`src/rtl/manchester_frame_sync_pkg.sv`:
```
// mfs_pkg: shared FSM state type and error_code values for the frame sync block
package mfs_pkg;
  typedef enum logic [1:0] {HUNT, CAPTURE, CHECK} state_t;
  localparam logic [1:0] ERR_NONE = 2'd0;
  localparam logic [1:0] ERR_CHECK = 2'd1;
  localparam logic [1:0] ERR_TIMEOUT = 2'd2;
endpackage

```
`src/rtl/manchester_frame_sync_if.sv`:
```
// manchester_frame_sync_if: bit strobe/restart in, frame results and counters out (master drives bits, slave decodes)
interface manchester_frame_sync_if #(parameter int FRAME_BITS = 160);
  logic restart;
  logic serial_clock;
  logic serial_data;
  logic [FRAME_BITS-1:0] frame_data;
  logic frame_valid;
  logic frame_error;
  logic [1:0] error_code;
  logic busy;
  logic [7:0] frames_ok;
  logic [7:0] frames_bad;
  modport master (
    output restart, serial_clock, serial_data,
    input frame_data, frame_valid, frame_error, error_code, busy, frames_ok, frames_bad
  );
  modport slave (
    input restart, serial_clock, serial_data,
    output frame_data, frame_valid, frame_error, error_code, busy, frames_ok, frames_bad
  );
endinterface

```
`src/rtl/manchester_frame_sync_sat_counter.sv`:
```
// sat_counter: clock/reset/inc in, count out; counts inc pulses and holds at all-ones
module sat_counter #(parameter int WIDTH = 8) (
  input  logic             clock,
  input  logic             reset,
  input  logic             inc,
  output logic [WIDTH-1:0] count
);
  logic [WIDTH-1:0] count_q, count_d;
  always_comb count_d = (inc && count_q != '1) ? count_q + 1'b1 : count_q;
  always_ff @(posedge clock or posedge reset)
    if (reset) count_q <= '0;
    else count_q <= count_d;
  assign count = count_q;
endmodule

```
`src/rtl/manchester_frame_sync.sv`:
```
// manchester_frame_sync: clock/reset plus slave bus; hunts a sliding-window preamble, captures and checks a payload, commits good frames
module manchester_frame_sync
  import mfs_pkg::*;
#(
  parameter int unsigned PREAMBLE_BITS = 32,
  parameter logic [PREAMBLE_BITS-1:0] PREAMBLE = 32'hFFFF_FFFF,
  parameter int unsigned FRAME_BITS = 160,
  parameter logic [FRAME_BITS-1:0] CHECK_MASK = 160'h0,
  parameter logic [FRAME_BITS-1:0] CHECK_VALUE = 160'h0,
  parameter int unsigned TIMEOUT_CYCLES = 4096
) (
  input logic clock,
  input logic reset,
  manchester_frame_sync_if.slave bus
);
  localparam int PW = $clog2(PREAMBLE_BITS + 1);
  localparam int BW = $clog2(FRAME_BITS + 1);
  localparam int IW = $clog2(TIMEOUT_CYCLES + 1);
  localparam logic [PW-1:0] PRE_FULL = PW'(PREAMBLE_BITS);
  localparam logic [PW-1:0] PRE_ARM = PW'(PREAMBLE_BITS - 1);
  localparam logic [BW-1:0] BIT_LAST = BW'(FRAME_BITS - 1);
  localparam logic [IW-1:0] IDLE_LAST = IW'(TIMEOUT_CYCLES - 1);
  state_t state_q, state_d;
  logic [PREAMBLE_BITS-1:0] pre_sr_q, pre_sr_d, pre_shift;
  logic [PW-1:0] pre_cnt_q, pre_cnt_d;
  logic [FRAME_BITS-1:0] frame_sr_q, frame_sr_d, frame_shift;
  logic [BW-1:0] bit_cnt_q, bit_cnt_d;
  logic [IW-1:0] idle_q, idle_d;
  logic [FRAME_BITS-1:0] frame_data_q, frame_data_d;
  logic frame_valid_q, frame_valid_d;
  logic frame_error_q, frame_error_d;
  logic [1:0] error_code_q, error_code_d;
  logic strobe, check_ok;
  assign strobe = bus.serial_clock;
  assign pre_shift = PREAMBLE_BITS'({pre_sr_q, bus.serial_data});
  assign frame_shift = FRAME_BITS'({frame_sr_q, bus.serial_data});
  assign check_ok = (frame_sr_q & CHECK_MASK) == CHECK_VALUE;
  // Every path back to HUNT wipes the preamble window so a stale window can never match.
  always_comb begin
    state_d = state_q;
    pre_sr_d = pre_sr_q;
    pre_cnt_d = pre_cnt_q;
    frame_sr_d = frame_sr_q;
    bit_cnt_d = bit_cnt_q;
    idle_d = idle_q;
    frame_data_d = frame_data_q;
    frame_valid_d = 1'b0;
    frame_error_d = 1'b0;
    error_code_d = error_code_q;
    if (bus.restart) begin
      state_d = HUNT;
      pre_sr_d = '0;
      pre_cnt_d = '0;
      bit_cnt_d = '0;
      idle_d = '0;
    end else begin
      case (state_q)
        HUNT: if (strobe) begin
          pre_sr_d = pre_shift;
          pre_cnt_d = pre_cnt_q + PW'(pre_cnt_q != PRE_FULL);
          // Once the window is full it keeps sliding, so noise ahead of the preamble is tolerated.
          if (pre_cnt_q >= PRE_ARM && pre_shift == PREAMBLE) begin
            state_d = CAPTURE;
            bit_cnt_d = '0;
            idle_d = '0;
          end
        end
        CAPTURE: if (strobe) begin
          frame_sr_d = frame_shift;
          bit_cnt_d = bit_cnt_q + 1'b1;
          idle_d = '0;
          state_d = (bit_cnt_q == BIT_LAST) ? CHECK : CAPTURE;
        end else if (idle_q == IDLE_LAST) begin
          state_d = HUNT;
          pre_sr_d = '0;
          pre_cnt_d = '0;
          frame_error_d = 1'b1;
          error_code_d = ERR_TIMEOUT;
        end else begin
          idle_d = idle_q + 1'b1;
        end
        CHECK: begin
          state_d = HUNT;
          pre_sr_d = '0;
          pre_cnt_d = '0;
          frame_data_d = check_ok ? frame_sr_q : frame_data_q;
          frame_valid_d = check_ok;
          frame_error_d = !check_ok;
          error_code_d = check_ok ? ERR_NONE : ERR_CHECK;
        end
        default: state_d = HUNT;
      endcase
    end
  end
  always_ff @(posedge clock or posedge reset)
    if (reset) begin
      state_q <= HUNT;
      pre_sr_q <= '0;
      pre_cnt_q <= '0;
      frame_sr_q <= '0;
      bit_cnt_q <= '0;
      idle_q <= '0;
      frame_data_q <= '0;
      frame_valid_q <= 1'b0;
      frame_error_q <= 1'b0;
      error_code_q <= ERR_NONE;
    end else begin
      state_q <= state_d;
      pre_sr_q <= pre_sr_d;
      pre_cnt_q <= pre_cnt_d;
      frame_sr_q <= frame_sr_d;
      bit_cnt_q <= bit_cnt_d;
      idle_q <= idle_d;
      frame_data_q <= frame_data_d;
      frame_valid_q <= frame_valid_d;
      frame_error_q <= frame_error_d;
      error_code_q <= error_code_d;
    end
  sat_counter #(.WIDTH(8)) u_ok (.clock(clock), .reset(reset), .inc(frame_valid_d), .count(bus.frames_ok));
  sat_counter #(.WIDTH(8)) u_bad (.clock(clock), .reset(reset), .inc(frame_error_d), .count(bus.frames_bad));
  assign bus.frame_data = frame_data_q;
  assign bus.frame_valid = frame_valid_q;
  assign bus.frame_error = frame_error_q;
  assign bus.error_code = error_code_q;
  assign bus.busy = state_q != HUNT;
endmodule

```
`src/flat_wrapper.sv`:
```
// flat-port wrapper written by rule: the top's interface ports become plain ports
module manchester_frame_sync_flat import mfs_pkg::*;
#(
  parameter int unsigned PREAMBLE_BITS = 32,
  parameter logic [PREAMBLE_BITS-1:0] PREAMBLE = 32'hFFFF_FFFF,
  parameter int unsigned FRAME_BITS = 160,
  parameter logic [FRAME_BITS-1:0] CHECK_MASK = 160'h0,
  parameter logic [FRAME_BITS-1:0] CHECK_VALUE = 160'h0,
  parameter int unsigned TIMEOUT_CYCLES = 4096
)
  (clock, reset, bus_restart, bus_serial_clock, bus_serial_data, bus_frame_data, bus_frame_valid, bus_frame_error, bus_error_code, bus_busy, bus_frames_ok, bus_frames_bad);
  manchester_frame_sync_if #(.FRAME_BITS(FRAME_BITS)) bus_i ();
  input logic clock;
  input logic reset;
  input wire logic [$bits(bus_i.restart)-1:0] bus_restart;
  input wire logic [$bits(bus_i.serial_clock)-1:0] bus_serial_clock;
  input wire logic [$bits(bus_i.serial_data)-1:0] bus_serial_data;
  output wire logic [$bits(bus_i.frame_data)-1:0] bus_frame_data;
  output wire logic [$bits(bus_i.frame_valid)-1:0] bus_frame_valid;
  output wire logic [$bits(bus_i.frame_error)-1:0] bus_frame_error;
  output wire logic [$bits(bus_i.error_code)-1:0] bus_error_code;
  output wire logic [$bits(bus_i.busy)-1:0] bus_busy;
  output wire logic [$bits(bus_i.frames_ok)-1:0] bus_frames_ok;
  output wire logic [$bits(bus_i.frames_bad)-1:0] bus_frames_bad;
  assign bus_i.restart = bus_restart;
  assign bus_i.serial_clock = bus_serial_clock;
  assign bus_i.serial_data = bus_serial_data;
  assign bus_frame_data = bus_i.frame_data;
  assign bus_frame_valid = bus_i.frame_valid;
  assign bus_frame_error = bus_i.frame_error;
  assign bus_error_code = bus_i.error_code;
  assign bus_busy = bus_i.busy;
  assign bus_frames_ok = bus_i.frames_ok;
  assign bus_frames_bad = bus_i.frames_bad;
  manchester_frame_sync #(.PREAMBLE_BITS(PREAMBLE_BITS), .PREAMBLE(PREAMBLE), .FRAME_BITS(FRAME_BITS), .CHECK_MASK(CHECK_MASK), .CHECK_VALUE(CHECK_VALUE), .TIMEOUT_CYCLES(TIMEOUT_CYCLES)) u_core (.clock(clock), .reset(reset), .bus(bus_i));
endmodule
```
`config.mk`:
```
export PLATFORM = sky130hd
export DESIGN_NAME = manchester_frame_sync_flat
export DESIGN_NICKNAME = d
export VERILOG_FILES = /design/src/rtl/manchester_frame_sync_pkg.sv /design/src/rtl/manchester_frame_sync_if.sv /design/src/rtl/manchester_frame_sync_sat_counter.sv /design/src/rtl/manchester_frame_sync.sv /design/src/flat_wrapper.sv
export SDC_FILE = /design/constraint.sdc
export NUM_CORES = 1
export LEC_CHECK = 0
export ABC_AREA = 1
export CAP_MARGIN = 5
export CORE_ASPECT_RATIO = 1.4
export CORE_MARGIN = 2
export CORE_UTILIZATION = 49
export DETAILED_ROUTE_END_ITERATION = 8
export HOLD_SLACK_MARGIN = 0.12
export MAX_ROUTING_LAYER = met4
export PLACE_DENSITY = 0.73
export SETUP_SLACK_MARGIN = 0.1
export SYNTH_ARGS = -nofsm -noshare
export SYNTH_HDL_FRONTEND = slang
export SYNTH_HIERARCHICAL = 1
export SYNTH_SLANG_ARGS = --single-unit
```
`constraint.sdc`:
```
create_clock -name clock -period 20.7 [get_ports clock]
set_clock_uncertainty 0.2 [all_clocks]
set_input_delay 3.105 -clock clock [delete_from_list [all_inputs] [get_ports clock]]
set_output_delay 3.105 -clock clock [all_outputs]
set_load 0.02 [all_outputs]
```
==> metrics.txt, run 1 <==
Max rail drop VDD 0.0000589 V; Pleak slightly below 0.009 uW; Max-Slew Margin vs Limit 0.209; CP max-delay cell buf_4; remaining global-route overflow 0; Synth Register Bits about 400; pwr dens roughly 93 nW/um^2; DIE AREA between 30000 and 40000 sq um; Routed WL approximately 32 mm; Syn. warnings 6; most common cell after layout, fill and taps aside nand2_1; Area Growth Syn to Fin 21.6%; Final Hold Violating Endpoints 0; cell mode on critical path buf_4; clk buf depth 3; worst-path cell chain clkdlybuf4s50_1 -> nor2_1 -> buf_4 -> inv_8 -> buf_4 -> o21ai_0; most frequent cells in the layout nand2_1, dfrtp_1, o21ai_0, inv_1, clkdlybuf4s50_1; wl on met1 approximately 14 mm; worst reg2reg startpoint u_core/state_q[0]; Synth area leaders dfrtp_1, nand2_1, o21ai_0, inv_1, o21ai_2; clock share of power 0.429; CP startpoint kind input port; final setup vio count 0; largest family of logic cells by synthesized area simple AND/OR/NAND/NOR gates; Worst EP arrival 6.26 ns; antenna cells 0; post-synth top area cell dfrtp_1; Vias 11.8k; CTS tree built; CP Capture Type flop; Hold Path Class flop to flop; syn avg cell area 9.12 sq um; Placed Instances 2320; Clock transition at path regs 0.06 ns; fin cells between 2k and 2.5k; Max Freq around 160 MHz; CP Class input port to flop; Final Wtd Congestion 0.829; P_sw approximately 470 uW; R2R depth 8; Synth cell types 30; wire length on met3 between 1 and 1.5 mm; sequential area share after synthesis 0.616; NumNets Final 1937; flop2flop setup slack about 17 ns; RSZ-0062 raised after global routing no; # Max-Cap Violations 0; Critical Path RT 20.83 ns; root buf cell clkbuf_16; first drt pass iteration count 6; CP max FO between 150 and 200; hold path cells 2; Post-CTS Setup Repair Bufs 0; Die Ht between 200 and 250 um; initial antenna violation count 0; min-delay src u_core/bus.frame_data[137]; combinational power share 0.117; core area 32500 sq um; initial drt markers slightly above 700; Routed WL per cell approximately 14 um; Simple-Gate Fraction of Synth Area 0.171; Post-Syn Nets 1792; sw frac 0.256; top-area cell type share of the netlist area 0.616; Routed met2 length 16.2 mm; Mapped Area between 15000 and 20000 sq um; die width around 160 um; vias per inst around 4.9; status finished, final reports clean; r2r endpoint u_core/bus.frame_data[67]; Worst Hold End u_core/bus.frame_data[137]; layout cells sized above 1 0.0758; largest net degree at the start of global routing between 200 and 250; adder-cell share of the synthesized area 0.00772; first-pass GRT wire length between 50 and 60 mm; Tcrit/Tclk final 0.296; PortBufs 184; vias in the first global route ~11k; Ports between 150 and 200; Synth Area in Compound Gates 0.124; starting density of the core 0.499; Num CTS Buffers 40; post-route ant nets 0; FP Rows between 70 and 80; CP peak stage delay between 1 and 1.5 ns; Post-route DRC 0; Worst-Skew Late Latency approximately 0.53 ns; H-tree depth reported by CTS 2; worst-margin pin slew 1.19 ns; fin crit period around 6 ns; Final Max Tran Viols 0; post-cts resize count 0; CTS sink count about 400; gr usage total 0.199; mux share of post-synthesis cell area 0; cell internal pwr 1360 uW; Cells after Synth about 1.8k; xor/xnor share of the synthesized area 0.00270; DR top layer met4; sequential power share 0.455; total negative slack 0 ns; post-DP HPWL roughly 20 mm; # hold bufs at CTS 0
-- synth_stat cells (all sizes together) --
cell type and number:
nor3 7, inv 216, nand3b 4, ha 10, xnor2 2, nor2 54, o21ai 370, nor3b 1
a31o 1, a21oi 5, nand2 549, conb 1, nand4 8, nand3 55, clkbuf 45, buf 45
o21ba 1, xor2 3, a31oi 1, dfrtp 399
-- critical path, delay by kind of cell --
kind	cells	cell delay, ns
AO/OA/AOI/OAI	1	0.30
buffers and inverters	4	2.57
AND/OR/NAND/NOR	1	0.12
-- flip-flops by register name (all words and copies together) (netlist names), 2 cells and up --
register,flops
u_core/state_q,2
u_core/bus.frame_data,160
u_core/frame_sr_q,160
u_core/pre_cnt_q,6
u_core/idle_q,13
u_core/u_ok/count,8
u_core/bit_cnt_q,8
u_core/u_bad/count,8
u_core/pre_sr_q,31
-- per-stage QoR --
stage / area, sq um / setup slack, ns / util / hold slack, ns / power (uW)
detailed placement: 18300 / 14.19 / 0.562 / 0.257 / 1060
finish: 19700 / 14.57 / 0.607 / 0.278 / 1830
CTS: 19700 / 14.63 / 0.607 / 0.284 / 1860
floorplan: 16200 / 6.75 / - / 0.236 / 1010
global route: 19700 / 14.30 / 0.607 / 0.298 / 1920
global placement: 18300 / 14.30 / 0.562 / 0.252 / 1060
-- cells by family (layout without fill, tap and decap cells) --
kind of cell / Yosys count / after routing
buf+inv: 306 / 481
other cells: 1 / 1
simple gates: 678 / 678
flops: 399 / 399
fa+ha+maj: 10 / 10
compound gates: 378 / 378
xor+xnor: 5 / 5
-- power by group through the flow --
stage | logic [uW] | registers (uW) | clock network [uW]
after CTS | 218 | 834 | 808
after global placement | 213 | 847 | 0
final | 214 | 833 | 786
after detailed placement | 217 | 848 | 0
after global routing | 241 | 837 | 841
after floorplan | 144 | 863 | 0
-- final cells by class --
cell class                      instances  area, sq um
Fill cell                            2732        12800
Sequential cell                       399         9980
Multi-Input combinational cell       1072         4970
Timing Repair Buffer                  193         1920
Clock buffer                           56         1190
Inverter                              216          826
Tap cell                              440          551
Clock inverter                         16          269
-- worst max path at each step --
stage                            from                         to  slack [ns]  cells after the start
after global routing      bus_restart  u_core/bus.frame_data[67]       14.30                      6
after CTS                 bus_restart  u_core/bus.frame_data[67]       14.63                      6
after floorplan                 reset        u_core/bit_cnt_q[0]        6.75                      1
after detailed placement  bus_restart  u_core/bus.frame_data[42]       14.19                      6
final                     bus_restart  u_core/bus.frame_data[67]       14.57                      6
after global placement    bus_restart  u_core/bus.frame_data[46]       14.30                      6
-- routing by layer --
| layer | vias to the layer above | track usage |
|---|---|---|
| met2 | 206 | 0.319 |
| met3 | 43 | 0.0336 |
| met4 | 0 | 0.0545 |
| li1 | 5856 | - |
| met1 | 5654 | 0.263 |
| met5 | - | - |
(Power assumes the default switching activity.)
==> run 2, diff against run 1 <==
==> constraint.sdc (replaced) <==
create_clock -name clock -period 6.2 [get_ports clock]
set_clock_uncertainty 0.2 [all_clocks]
set_input_delay 0.93 -clock clock [delete_from_list [all_inputs] [get_ports clock]]
set_output_delay 0.93 -clock clock [all_outputs]
set_load 0.02 [all_outputs]
==> run 2 against run 1 <==
Design area is 0.91% lower. Worst hold slack improved by 0.0024 ns. Global-route usage increased by 0.23 points. Flip-flop and latch count unchanged. First-iteration DRC count up 6.9%. Critical endpoint is now u_core/pre_sr_q[17]. Utilization decreased by 0.55 points. Sequential power grew to 3.3 times the previous value. Via count is 0.27% lower. Combinational power grew to 3.4 times the previous value. Worst setup slack got worse by 12 ns. Non-clock buffer count unchanged.
==> metrics.txt, run 2 (same netlist as run 1, synthesis figures left out) <==
Max rail drop VDD roughly 0.00022 V; Final Wtd Congestion 0.821; post-route ant nets 0; Worst-Skew Late Latency approximately 0.53 ns; initial antenna violation count 0; Clock transition at path regs roughly 0.060 ns; starting density of the core 0.499; Pleak 0.00870 uW; most common cell after layout, fill and taps aside nand2_1; FP Rows 78; CTS sink count around 400; Max Freq ~280 MHz; Worst EP arrival 3.75 ns; Placed Instances approximately 2.3k; most frequent cells in the layout nand2_1, dfrtp_1, o21ai_0, inv_1, clkdlybuf4s50_1; initial drt markers roughly 770; core area 32500 sq um; fin crit period about 3.6 ns; NumNets Final 1936; CP max FO 120; worst-margin pin slew around 1.1 ns; # Max-Cap Violations 0; remaining global-route overflow 0; Max-Slew Margin vs Limit 0.251; gr usage total 0.201; die width 158 um; largest net degree at the start of global routing between 200 and 250; WHS about 0.28 ns; Fillers 2774; Critical Path RT around 6.4 ns; first drt pass iteration count 5; status finished, final reports clean; Final Max Tran Viols 0; Num CTS Buffers 39; Routed WL per cell 13.6 um; CP Capture Type flop; clk buf depth 3; layout cells sized above 1 0.0702; first-pass GRT wire length about 56 mm; vias in the first global route roughly 11k; final setup vio count 0; post-cts resize count 0; Die Ht ~220 um; CP startpoint kind input port; Post-CTS Setup Repair Bufs 0; antenna cells 0; Tcrit/Tclk final 0.573; # hold bufs at CTS 0; Routed WL between 30 and 40 mm; vias per inst between 4 and 5; CTS tree built; root buf cell clkbuf_16; Final Hold Violating Endpoints 0; PortBufs 184; Post-route DRC 0; RSZ-0062 raised after global routing no; fin cells 2391; post-DP HPWL 20.7 mm; DIE AREA between 30000 and 40000 sq um; CP Class input port to flop; Hold Path Class flop to flop; Ports 186; H-tree depth reported by CTS 2; pwr dens roughly 300 nW/um^2; Core Util, Final 0.601; Area Growth Syn to Fin 20.5%; Vias between 10k and 15k
run 2: cell types whose count changed in the layout (fill, tap and decap cells not counted), moves of 2 or more:
cell / previous run / this run
clkbuf_1: 4 / 14
buf_12: 1 / 3
inv_8: 3 / 1
clkinv_2: 6 / 4
clkinvlp_4: 0 / 2
bufinv_16: 7 / 1
clkbuf_8: 11 / 9
buf_4: 8 / 6
run 2: per-stage QoR:
stage                     TNS (ns)  power, uW  setup slack, ns  cell area (sq um)
after global routing             0       6090             2.35              19500
after floorplan             -29.87       3360          -0.0780              16200
after detailed placement         0       3550             2.06              18300
final                            0       5800             2.65              19500
after CTS                        0       5890             2.61              19500
after global placement           0       3540             2.13              18300
run 2: area by class of cell:
cell class	count	area (sq um)	area share
clock buffer	63	1180	0.0603
clock inverter	8	82.6	0.00423
inverter	216	822	0.0421
multi-input combinational	1072	4970	0.254
sequential	399	9980	0.511
tap	440	551	0.0282
timing repair buffer	193	1950	0.0997
run 2: final timing paths:
| kind | startpoint | end | slack (ns) | cells after the start |
|---|---|---|---|---|
| min reg2reg | u_core/bus.frame_data[110] | u_core/bus.frame_data[110] | 0.28 | 2 |
| max | bus_restart | u_core/pre_sr_q[17] | 2.65 | 9 |
| min | u_core/bus.frame_data[110] | u_core/bus.frame_data[110] | 0.28 | 2 |
| max reg2reg | u_core/state_q[1] | u_core/pre_sr_q[17] | 2.99 | 11 |
| max in group asynchronous | reset | u_core/bus.frame_data[71] | 4.05 | 3 |
| min in group asynchronous | reset | u_core/u_ok/count[6] | 0.59 | 2 |
run 2: critical path, stage by stage:
cell and delay (ns):
clkdlybuf4s50_1 0.80, inv_2 0.19, nand2_8 0.47, o21ai_1 0.14
nor2_1 0.14, nand2_2 0.41, buf_4 0.46, nand2_1 0.14
o21ai_2 0.05
run 2: report_power, final:
part | leakage [uW] | internal [uW] | switching [uW]
combinational | 0.00290 | 211 | 508
clock | 0.000616 | 1350 | 952
sequential | 0.00519 | 2710 | 73.2
run 2: metal layers:
metal | wire length, um | vias to the layer above | share of wire | track usage
met3 | 1230 | 64 | 0.038 | 0.0326
met4 | 971 | 0 | 0.030 | 0.0712
met1 | 14100 | 5582 | 0.43 | 0.258
met2 | 16100 | 220 | 0.50 | 0.324
met5 | 0 | - | 0 | -
li1 | - | 5861 | - | -
